<file path="src/rtl/intra4x4_mode_decision_pkg.sv">
// intra4x4_mode_decision_pkg: shared widths, H.264 4x4 intra mode encodings and FSM states
package intra4x4_mode_decision_pkg;
  localparam int PIX_W_D = 8;
  localparam int SAD_W_D = 12;
  localparam int MODE_W_D = 4;
  typedef enum logic [3:0] {VERT, HORZ, DC, DDL, DDR, VR, HD, VL, HU} mode_t;
  typedef enum logic [2:0] {S_IDLE, S_WAIT, S_ACCUM, S_CMP, S_DONE} state_t;
endpackage

</file>
<file path="src/rtl/intra4x4_mode_decision_sad_row4.sv">
// sad_row4: combinational sum of absolute differences over one 4-pixel row
module sad_row4 #(
  parameter int PIX_W = 8
) (
  input  logic [4*PIX_W-1:0] a,
  input  logic [4*PIX_W-1:0] b,
  output logic [PIX_W+1:0]   sum
);
  logic [PIX_W-1:0] d [4];
  for (genvar i = 0; i < 4; i++) begin : g_d
    assign d[i] = a[i*PIX_W +: PIX_W] > b[i*PIX_W +: PIX_W] ?
                  a[i*PIX_W +: PIX_W] - b[i*PIX_W +: PIX_W] :
                  b[i*PIX_W +: PIX_W] - a[i*PIX_W +: PIX_W];
  end
  assign sum = (PIX_W+2)'(d[0]) + (PIX_W+2)'(d[1]) + (PIX_W+2)'(d[2]) + (PIX_W+2)'(d[3]);
endmodule

</file>
<file path="src/rtl/intra4x4_mode_decision.sv">
// intra4x4_mode_decision: SAD-scores 4x4 intra candidates row by row and keeps the best mode
module intra4x4_mode_decision
  import intra4x4_mode_decision_pkg::*;
#(
  parameter int PIX_W = PIX_W_D,
  parameter int SAD_W = SAD_W_D,
  parameter int MODE_W = MODE_W_D
) (
  input  logic                clk,
  input  logic                reset,
  input  logic                block_start,
  input  logic [16*PIX_W-1:0] orig_blk,
  input  logic                pred_valid,
  output logic                pred_ready,
  input  logic [MODE_W-1:0]   pred_mode,
  input  logic                pred_last,
  input  logic [16*PIX_W-1:0] pred_blk,
  output logic                done,
  output logic [MODE_W-1:0]   best_mode,
  output logic [SAD_W-1:0]    best_sad,
  output logic [16*PIX_W-1:0] best_blk
);
  state_t state, state_nx;
  logic [16*PIX_W-1:0] orig, pred;
  logic [MODE_W-1:0] mode;
  logic last;
  logic [SAD_W-1:0] acc;
  logic [1:0] row;
  logic [PIX_W+1:0] row_sad;
  logic transfer;

  sad_row4 #(.PIX_W(PIX_W)) u_sad (
    .a  (orig[int'(row)*4*PIX_W +: 4*PIX_W]),
    .b  (pred[int'(row)*4*PIX_W +: 4*PIX_W]),
    .sum(row_sad)
  );

  // block_start outranks a pending candidate so a new block never inherits a stale transfer
  assign pred_ready = state == S_WAIT && !block_start;
  assign transfer = pred_valid && pred_ready;
  assign done = state == S_DONE;

  always_comb begin
    state_nx = block_start ? S_WAIT :
               state == S_WAIT ? (pred_valid ? S_ACCUM : S_WAIT) :
               state == S_ACCUM ? (row == 2'd3 ? S_CMP : S_ACCUM) :
               state == S_CMP ? (last ? S_DONE : S_WAIT) : S_IDLE;
  end

  always_ff @(posedge clk or negedge reset) begin
    if (!reset) begin
      state <= S_IDLE;
      orig <= '0;
      pred <= '0;
      mode <= '0;
      last <= 1'b0;
      acc <= '0;
      row <= '0;
      best_mode <= '0;
      best_sad <= '1;
      best_blk <= '0;
    end else begin
      state <= state_nx;
      if (block_start) begin
        orig <= orig_blk;
        acc <= '0;
        row <= '0;
        best_mode <= '0;
        best_sad <= '1;
        best_blk <= '0;
      end else if (transfer) begin
        pred <= pred_blk;
        mode <= pred_mode;
        last <= pred_last;
        acc <= '0;
        row <= '0;
      end else if (state == S_ACCUM) begin
        acc <= acc + SAD_W'(row_sad);
        row <= row + 2'd1;
      end else if (state == S_CMP && acc < best_sad) begin
        best_sad <= acc;
        best_mode <= mode;
        best_blk <= pred;
      end
    end
  end
endmodule

</file>
<file path="config.mk">
export PLATFORM = sky130hd
export DESIGN_NAME = intra4x4_mode_decision
export DESIGN_NICKNAME = d
export VERILOG_FILES = /design/src/rtl/intra4x4_mode_decision_pkg.sv /design/src/rtl/intra4x4_mode_decision_sad_row4.sv /design/src/rtl/intra4x4_mode_decision.sv
export SDC_FILE = /design/constraint.sdc
export NUM_CORES = 1
export LEC_CHECK = 0
export CAP_MARGIN = 20
export CELL_PAD_IN_SITES_DETAIL_PLACEMENT = 1
export CELL_PAD_IN_SITES_GLOBAL_PLACEMENT = 1
export CORE_ASPECT_RATIO = 2
export CORE_MARGIN = 2
export CORE_UTILIZATION = 38
export DETAILED_ROUTE_END_ITERATION = 12
export GPL_ROUTABILITY_DRIVEN = 0
export GPL_TIMING_DRIVEN = 0
export PLACE_DENSITY = 0.81
export SLEW_MARGIN = 20
export SYNTH_ARGS = -nofsm -noshare
export SYNTH_HDL_FRONTEND = slang
export SYNTH_SLANG_ARGS = --single-unit
export TNS_END_PERCENT = 100
</file>
<file path="constraint.sdc">
create_clock -name clk -period 7.2 [get_ports clk]
set_input_delay 0.72 -clock clk [delete_from_list [all_inputs] [get_ports clk]]
set_output_delay 0.72 -clock clk [all_outputs]
set_load 0.05 [all_outputs]
</file>
==> reports/metrics.cfg, run 1 <==
[grt]
global_route_wire_length_before_repair_mm=129
grtUsageTotal_pct=27.9
grt_pass1_vias=20600
grt_antenna_before_repair=14
grt-ovfl-total=0
grt_start_max_net_pins=101

[timing]
max_slew.worst_pin.slew_ns=1.01
setup_viol=0
timing.slew.headroom_pct=32.6
max_freq_mhz=143
final_critical_delay_including_setup_and_external_delays_ns=7.00
final_max_slew_viol_count=0
whs_ns=0.0897
totalNegativeSetupSlack_ns=0
final_hold_viol_count=0
clock-skew-final_ns=0.0275
final_min_period_over_clock_period_pct=97.2

[synth]
synth_seq_cells=422
postSynthCellCount=2148
ys_top_cells_by_area=sky130_fd_sc_hd__dfrtp_1 (45%), sky130_fd_sc_hd__nand2b_1 (7.3%), sky130_fd_sc_hd__nand2_1 (7.1%), sky130_fd_sc_hd__mux2i_1 (6.9%), sky130_fd_sc_hd__mux2_2 (6.6%)
yosysTopAreaCell=sky130_fd_sc_hd__dfrtp_1
synth_fp_nets=2530
synth-seq-area-share_pct=45.9
synth_async_sr_flop_share_pct=100
share_of_the_synthesized_area_in_the_top_cell_type_pct=44.6
synth_area_per_cell_um2=10.7
synth.cell_area_um2=23000
ys_warns=0
synth_enable_flop_cells=0
synth_cell_types=56
ys_dominant_reg_cell=sky130_fd_sc_hd__dfrtp_1

[clocking]
clk_root_buffer_cell=sky130_fd_sc_hd__clkbuf_16
insertion_delay_ns=0.58
cts-hold-fix-buffers=0
cts_num_sinks=422
clock_path_buffers=3
clock_tree.htree_level_count=2
numCtsBuffers=41
tritoncts_clock_tree=built
clkTransAtPathRegs_ns=0.07

[status]
status=completed

[route]
drt_first_pass_iters=6
routed_via_density=5.35
drt-initial-drc-count=762
residual_antenna_violating_net_count_after_detailed_routing=0
avgRoutedWirePerCell_um=25.6
drt_drc_violations_left=0
via_count=18400
route.final.wire_length_mm=87.9

[place]
dp_hpwl_mm=68.1
buffer_ports.inserted=409
placed_cells=3335

[setup_path]
rrSetupSlack_ns=0.20
worstPathMaxFanout=8
arrival_ns=7.45
required_arrival_time_at_the_worst_endpoint_ns=7.65
worstSetupPathType=register to register
worstReg2RegStart=row[0]$_DFFE_PN0P_
worst_r2r_path_depth=25
worst_setup_path_start_kind=register
r2r-end=acc[8]$_DFFE_PN0P_
critPathCaptureType=register

[power]
max-vdd-ir-drop_v=0.00126
p_leak_nw=13.5
power_density_nw_per_um2=595

[floorplanning]
core_region_area_um2=59900
die-width_um=178
placementRows=127
starting_density_pct=38.4
top_level_ports=411
die_area_um2=62700
die_height_um=352

[cells_and_area]
multi_input_area_um2=11700
synthesis_to_layout_area_growth_pct=30.7
layout-drive-gt1-share_pct=14.3
seqCellArea_um2=10600
num-fill-cells=6512
layoutNonFillerInstCount=3439
fin_nets=3007

[flow_run]
number_of_max_cap_violations=0

[worst_hold_path]
hold_class=input pin to asynchronous set/reset pin

==> synthesized netlist by cell type, drive strengths merged, types with 5 or more instances <==
library cell / instances
inv: 118
a31oi: 5
o21ai: 32
clkbuf: 72
a21o: 27
o21a: 9
nand2: 434
a21oi: 62
buf: 46
a22oi: 5
nand2b: 268
nand3: 10
nor2: 52
mux4: 64
ha: 98
a211oi: 5
mux2: 143
mux2i: 158
xnor2: 23
fa: 19
nor2b: 9
nand4: 8
dfstp: 12
xor2: 15
dfrtp: 410
==> flip-flops by register name, indices dropped and copies added, names as in the netlist <==
| signal | count |
|---|---|
| best_mode | 4 |
| acc | 12 |
| state | 3 |
| mode | 4 |
| pred | 128 |
| best_sad | 12 |
| last | 1 |
| row | 2 |
| best_blk | 128 |
| orig | 128 |
==> per-stage QoR <==
| stage | total power (W) | utilization [%] | cell area [um^2] | setup WS (ns) |
|---|---|---|---|---|
| 2_1_floorplan | 0.0114 | - | 23000 | 0.363 |
| 3_3_place_gp | 0.0138 | 46.9 | 28100 | -13.06 |
| 3_5_place_dp | 0.0145 | 47.1 | 28200 | -1.56 |
| 4_1_cts | 0.0170 | 49.7 | 29800 | 0.00658 |
| 5_1_grt | 0.0191 | 50.2 | 30100 | -0.00257 |
| 6_report | 0.0179 | 50.2 | 30100 | 0.203 |
==> metal layers <==
layer / global-route usage, % / wire (um) / vias to the layer above
li1: - / - / 8104
met1: 29.9 / 31000 / 9509
met2: 51.3 / 47100 / 574
met3: 4.79 / 4700 / 203
met4: 14.8 / 5060 / 12
met5: 0 / 80 / -
==> how the worst max path moves through the flow <==
stage | endpoint | cells after the start | startpoint
6_report | acc[8]$_DFFE_PN0P_ | 25 | row[0]$_DFFE_PN0P_
4_1_cts | acc[10]$_DFFE_PN0P_ | 30 | row[0]$_DFFE_PN0P_
5_1_grt | acc[8]$_DFFE_PN0P_ | 28 | row[0]$_DFFE_PN0P_
3_5_place_dp | acc[10]$_DFFE_PN0P_ | 32 | row[1]$_DFFE_PN0P_
3_3_place_gp | orig[121]$_DFFE_PN0P_ | 1 | reset
2_1_floorplan | acc[10]$_DFFE_PN0P_ | 31 | row[0]$_DFFE_PN0P_
==> placed cells by master (no fill, tap or decap), types with 10 or more instances in the layout <==
master                            Yosys  routed
sky130_fd_sc_hd__fa_1                19      18
sky130_fd_sc_hd__buf_4               13      34
sky130_fd_sc_hd__clkdlybuf4s50_1      0     408
sky130_fd_sc_hd__nand2b_1           268     268
sky130_fd_sc_hd__dfstp_2             12      12
sky130_fd_sc_hd__nand2_1            434     434
sky130_fd_sc_hd__o21ai_0             26      21
sky130_fd_sc_hd__mux4_2              64      64
sky130_fd_sc_hd__xor2_1              15      13
sky130_fd_sc_hd__mux2i_1            158     158
sky130_fd_sc_hd__nor2_1              52      51
sky130_fd_sc_hd__clkbuf_8             0      10
sky130_fd_sc_hd__mux2_2             135     135
sky130_fd_sc_hd__buf_2               19      14
sky130_fd_sc_hd__buf_1               13      10
sky130_fd_sc_hd__a21oi_1             58      51
sky130_fd_sc_hd__clkbuf_1            72      79
sky130_fd_sc_hd__xnor2_1             23      21
sky130_fd_sc_hd__a21o_1              27      27
sky130_fd_sc_hd__inv_1              118     117
sky130_fd_sc_hd__clkbuf_16            0      41
sky130_fd_sc_hd__dfrtp_1            410     408
sky130_fd_sc_hd__ha_1                98      93
==> logic make-up (layout without fill, tap and decap cells) <==
family / Yosys count / in the layout / synth area share, %
AND/OR/NAND/NOR: 798 / 798 / 16.4
flip-flops: 422 / 422 / 45.9
multiplexers: 365 / 365 / 20.2
buffers and inverters: 236 / 744 / 4.23
AO/OA/AOI/OAI: 172 / 172 / 4.80
adder cells (fa/ha/maj): 117 / 117 / 6.98
XOR/XNOR: 38 / 38 / 1.45
other: 0 / 9 / 0
==> critical path, stage by stage (launching register included) <==
cell and delay [ns]:
sky130_fd_sc_hd__dfrtp_2 0.41, sky130_fd_sc_hd__buf_12 0.16, sky130_fd_sc_hd__buf_16 0.15, sky130_fd_sc_hd__mux4_2 0.57
sky130_fd_sc_hd__ha_2 0.43, sky130_fd_sc_hd__nand4_1 0.18, sky130_fd_sc_hd__or3_4 0.40, sky130_fd_sc_hd__o21ai_4 0.10
sky130_fd_sc_hd__buf_12 0.15, sky130_fd_sc_hd__mux2_2 0.36, sky130_fd_sc_hd__inv_1 0.09, sky130_fd_sc_hd__fa_1 0.52
sky130_fd_sc_hd__fa_1 0.51, sky130_fd_sc_hd__inv_1 0.07, sky130_fd_sc_hd__ha_1 0.17, sky130_fd_sc_hd__inv_1 0.06
sky130_fd_sc_hd__fa_1 0.47, sky130_fd_sc_hd__inv_1 0.05, sky130_fd_sc_hd__ha_1 0.31, sky130_fd_sc_hd__nor2b_1 0.15
sky130_fd_sc_hd__o21a_1 0.17, sky130_fd_sc_hd__o21ai_1 0.38, sky130_fd_sc_hd__a21oi_1 0.17, sky130_fd_sc_hd__o21a_1 0.23
sky130_fd_sc_hd__or3_1 0.35, sky130_fd_sc_hd__a32o_1 0.26
==> repair_timing <==
| action | 4_1_cts | 5_1_grt |
|---|---|---|
| pin swaps | 3 | 10 |
| endpoints found under the hold margin | 0 | 0 |
| buffers inserted | 4 | 17 |
| resized for setup | 52 | 32 |
| endpoints found under the setup margin | 9 | 5 |
==> cell type report <==
cell class,count,share of cell area (%)
clock inverters,14,0.636
well taps,774,3.22
flip-flops and latches,422,35.2
plain buffers,118,2.21
inverters,118,1.47
multi-input cells,1490,38.7
diodes,9,0.0748
clock buffers,60,3.91
repair buffers,434,14.6
==> power breakdown <==
part / switching, W / internal, W
clock network: 0.00101 / 0.00129
logic: 0.00712 / 0.00509
registers: 0.000484 / 0.00292
(Power assumes the default switching activity.)
==> run 2: changes to the inputs <==
Settings changed: SETUP_SLACK_MARGIN set to 0.02, SLEW_MARGIN 20 to 0.
==> reports/metrics.cfg, run 2 (synthesis gave the netlist of run 1 again) <==
[timing]
timing.slew.headroom_pct=30.5
clock-skew-final_ns=0.0267
max_slew.worst_pin.slew_ns=1.04
whs_ns=0.172
setup_viol=0
final_min_period_over_clock_period_pct=97.6
final_critical_delay_including_setup_and_external_delays_ns=7.03
max_freq_mhz=142
rsz0062_at_grt=true
final_max_slew_viol_count=0
final_hold_viol_count=0

[setup_path]
arrival_ns=7.49
worstSetupPathType=register to register
worst_setup_path_start_kind=register
critPathSlowestCell=sky130_fd_sc_hd__mux4_2
worst_r2r_path_depth=30
required_arrival_time_at_the_worst_endpoint_ns=7.67
crit_path_max_incr_delay_ns=0.56
critPathCaptureType=register
worstPathMaxFanout=8

[place]
dp_hpwl_mm=68.2
dpl-instance-area_um2=28200
placed_cells=3336
buffer_ports.inserted=409

[floorplanning]
die_height_um=352
placementRows=127
top_level_ports=411
die_area_um2=62700
starting_density_pct=38.4
die-width_um=178
core_region_area_um2=59900

[cells_and_area]
stdcell_area_um2=30200
largestRegisters=best_blk x128, orig x128, pred x128
seqCellArea_um2=10600
fin_nets=3020
synthesis_to_layout_area_growth_pct=31.2
layout-drive-gt1-share_pct=14.9
multi_input_area_um2=11700
layoutNonFillerInstCount=3448
most_frequent_cells_in_the_layout=sky130_fd_sc_hd__nand2_1 (434), sky130_fd_sc_hd__dfrtp_1 (409), sky130_fd_sc_hd__clkdlybuf4s50_1 (408)
layout.cells.most_common=sky130_fd_sc_hd__nand2_1
num-fill-cells=6497

[worst_hold_path]
hold_class=input pin to asynchronous set/reset pin

[power]
max-vdd-ir-drop_v=0.00123
power_density_nw_per_um2=594
total_power_draw_w=0.0179
p_leak_nw=13.5

[clocking]
clkTransAtPathRegs_ns=0.07
numCtsBuffers=41
insertion_delay_ns=0.58
tritoncts_clock_tree=built
clk_root_buffer_cell=sky130_fd_sc_hd__clkbuf_16
clock_tree.htree_level_count=2
cts_num_sinks=422
clock_path_buffers=3

[grt]
grt_pass1_vias=20700
grt-ovfl-total=0
grtUsageTotal_pct=27.8
global_route_wire_length_before_repair_mm=128
grt_antenna_before_repair=16
grt_start_max_net_pins=119

[route]
residual_antenna_violating_net_count_after_detailed_routing=0
avgRoutedWirePerCell_um=25.4
drt-initial-drc-count=777
route.final.wire_length_mm=87.7
via_count=18300
routed_via_density=5.30
drt_first_pass_iters=5
drt_drc_violations_left=0

[status]
status=completed

[flow_run]
number_of_max_cap_violations=0

-- run 2: changes by cell type in the layout (fill, tap and decap cells not counted), sizes merged --
cell      previous run  this run
buf                 73        84
bufinv               4         3
clkbuf             131       129
clkinv               3         9
clkinvlp             4         3
diode                9         6
inv                121       120
-- run 2: path summary, 6_finish.rpt --
| kind | start | end | slack, ns |
|---|---|---|---|
| worst max register to register | row[0]$_DFFE_PN0P_ | acc[10]$_DFFE_PN0P_ | 0.17 |
| min in group clk | last$_DFFE_PN0P_ | last$_DFFE_PN0P_ | 0.48 |
| max in group asynchronous | reset | orig[60]$_DFFE_PN0P_ | 5.41 |
| worst min register to register | last$_DFFE_PN0P_ | last$_DFFE_PN0P_ | 0.48 |
| worst max-delay path | row[0]$_DFFE_PN0P_ | acc[10]$_DFFE_PN0P_ | 0.17 |
| worst min-delay path | reset | best_blk[100]$_DFFE_PN0P_ | 0.17 |
-- run 2: repair_timing --
| item | CTS | global route |
|---|---|---|
| gates cloned | 0 | 1 |
| hold buffers | 0 | 0 |
| endpoints found under the hold margin | 0 | 0 |
| endpoints found under the setup margin | 9 | 5 |
| pin swaps | 3 | 17 |
| setup buffers | 4 | 28 |
| resized for setup | 52 | 45 |
-- run 2: metrics by stage --
stage | utilization, % | setup slack [ns] | setup TNS (ns)
floorplan | - | 0.363 | 0
CTS | 49.6 | 0.0482 | 0
global placement | 46.9 | -13.06 | -5409.25
finish | 50.4 | 0.175 | 0
detailed placement | 47.1 | -1.60 | -7.75
global route | 50.4 | -0.171 | -0.326
-- run 2: metal layers --
metal  GRT usage, %  vias up  routed length [um]
met5              0        -                 116
met3           5.08      227                4310
li1               -     8118                   -
met1           29.4     9365               31000
met4           15.4       18                5440
met2           51.0      554               46900
-- run 2: worst max-delay path, delay by kind of cell, from the launching register on --
family	cells	cell delay, ns
adder cells (fa/ha/maj)	5	1.78
buffers and inverters	5	0.62
AO/OA/AOI/OAI	11	1.89
XOR/XNOR	2	0.28
AND/OR/NAND/NOR	5	0.97
multiplexers	2	0.92
flip-flops	1	0.41
-- run 2: area by class of cell --
type                    instances  share of cell area [%]
diodes                          6                  0.0497
plain buffers                 118                    2.23
clock buffers                  56                    3.82
clock inverters                17                   0.605
inverters                     118                    1.47
multi-input cells            1490                    38.7
flip-flops and latches        422                    35.0
well taps                     774                    3.21
repair buffers                447                    14.9
-- run 2: power by group --
group	switching [W]	leakage (nW)	total [W]	internal, W
clock network	0.000998	0.653	0.00223	0.00124
registers	0.000485	5.31	0.00341	0.00292
logic	0.00707	7.56	0.0123	0.00520
total	0.00856	13.5	0.0179	0.00936
==> run 3: changes to the inputs <==
Settings changed: CORE_MARGIN 2 to 1.
==> reports/metrics.cfg, run 3 (synthesis gave the netlist of run 1 again) <==
[status]
status=completed

[setup_path]
arrival_ns=7.48
required_arrival_time_at_the_worst_endpoint_ns=7.67
worstReg2RegStart=row[0]$_DFFE_PN0P_
worstPathMaxFanout=10
critPathSlowestCell=sky130_fd_sc_hd__mux4_2
critPathCaptureType=register
crit_top_cell=sky130_fd_sc_hd__inv_1
worstSetupPathType=register to register
worst_r2r_path_depth=26
worst_setup_path_start_kind=register
r2r-end=acc[8]$_DFFE_PN0P_
rrSetupSlack_ns=0.18
crit_path_max_incr_delay_ns=0.58

[timing]
setup_viol=0
final_hold_viol_count=0
max_slew.worst_pin.slew_ns=1.08
rsz0062_at_grt=true
max_freq_mhz=143
timing.slew.headroom_pct=27.8
final_max_slew_viol_count=0
final_critical_delay_including_setup_and_external_delays_ns=7.02
final_min_period_over_clock_period_pct=97.4
clock-skew-final_ns=0.0351

[floorplanning]
core_region_area_um2=59900
die_area_um2=61600
placementRows=127
starting_density_pct=38.4
die_height_um=350
top_level_ports=411
die-width_um=176

[grt]
grt_start_max_net_pins=109
grtUsageTotal_pct=28.9
grt-ovfl-total=0
grt_pass1_vias=21000
grt_antenna_before_repair=13
global_route_wire_length_before_repair_mm=130

[route]
drt-initial-drc-count=838
drt_drc_violations_left=0
drt_first_pass_iters=5
routed_via_density=5.34
avgRoutedWirePerCell_um=25.7
via_count=18400
route.final.wire_length_mm=88.4
residual_antenna_violating_net_count_after_detailed_routing=0

[clocking]
numCtsBuffers=43
clk_root_buffer_cell=sky130_fd_sc_hd__clkbuf_16
tritoncts_clock_tree=built
clock_path_buffers=3
cts-hold-fix-buffers=0
clock_tree.htree_level_count=2
cts_num_sinks=422
clkTransAtPathRegs_ns=0.07
insertion_delay_ns=0.59

[place]
dpl-instance-area_um2=28200
dp_hpwl_mm=68.9
buffer_ports.inserted=409

[cells_and_area]
synthesis_to_layout_area_growth_pct=31.0
layout-drive-gt1-share_pct=14.6
largestRegisters=best_blk x128, orig x128, pred x128
layout.cells.most_common=sky130_fd_sc_hd__nand2_1
final_core_util_pct=50.3
fin_nets=3008
most_frequent_cells_in_the_layout=sky130_fd_sc_hd__nand2_1 (433), sky130_fd_sc_hd__dfrtp_1 (409), sky130_fd_sc_hd__clkdlybuf4s50_1 (408)
stdcell_area_um2=30200

[flow_run]
number_of_max_cap_violations=0

[worst_hold_path]
hold_class=input pin to asynchronous set/reset pin

run 3: per-stage QoR:
step,instances,worst slack [ns],hold WS (ns),TNS (ns)
floorplan,2148,0.363,0.424,0
finish,3440,0.184,0.192,0
detailed placement,3336,-1.50,0.468,-7.32
global route,3439,-0.0241,0.262,-0.0493
global placement,3331,-13.10,0.462,-5422.73
CTS,3418,0.0471,0.208,0
run 3: routing by layer:
metal / wire length (um) / GRT usage [%] / vias to the layer above
li1: - / - / 8108
met1: 30700 / 29.3 / 9458
met2: 47900 / 54.5 / 574
met3: 4220 / 5.10 / 226
met4: 5540 / 16.5 / 12
met5: 85 / 0 / -
run 3: timing repair:
action,4_1_cts,5_1_grt
endpoints found under the setup margin,8,5
pin swaps,4,7
setup buffers,4,15
gates resized for setup,52,36
run 3: worst max-delay path by stage:
stage / from / endpoint / slack (ns) / cells past startpoint
global route: row[0]$_DFFE_PN0P_ / acc[11]$_DFFE_PN0P_ / -0.02 / 29
global placement: reset / orig[101]$_DFFE_PN0P_ / -13.10 / 1
CTS: row[0]$_DFFE_PN0P_ / acc[10]$_DFFE_PN0P_ / 0.05 / 28
finish: row[0]$_DFFE_PN0P_ / acc[8]$_DFFE_PN0P_ / 0.18 / 26
floorplan: row[0]$_DFFE_PN0P_ / acc[10]$_DFFE_PN0P_ / 0.36 / 31
detailed placement: row[1]$_DFFE_PN0P_ / acc[10]$_DFFE_PN0P_ / -1.50 / 28
run 3: cell type report:
| class | instances | area [um^2] |
|---|---|---|
| Buffer | 118 | 661 |
| Multi-Input combinational cell | 1490 | 11700 |
| Clock inverter | 18 | 215 |
| Fill cell | 6487 | 29700 |
| Antenna cell | 7 | 17.5 |
| Timing Repair Buffer | 433 | 4350 |
| Tap cell | 774 | 968 |
| Inverter | 118 | 443 |
| Clock buffer | 60 | 1260 |
| Sequential cell | 422 | 10600 |
run 3: critical path, delay by kind of cell (launching register included):
family | cells | cell delay, ns
buffers and inverters | 8 | 0.86
flip-flops | 1 | 0.39
adder cells (fa/ha/maj) | 6 | 2.37
multiplexers | 2 | 0.95
AO/OA/AOI/OAI | 6 | 1.36
AND/OR/NAND/NOR | 4 | 0.98
Power of run 3 is left out: the tool's default activity adds up to more than one toggle a clock period on the data nets, which glitch-free logic cannot reach.
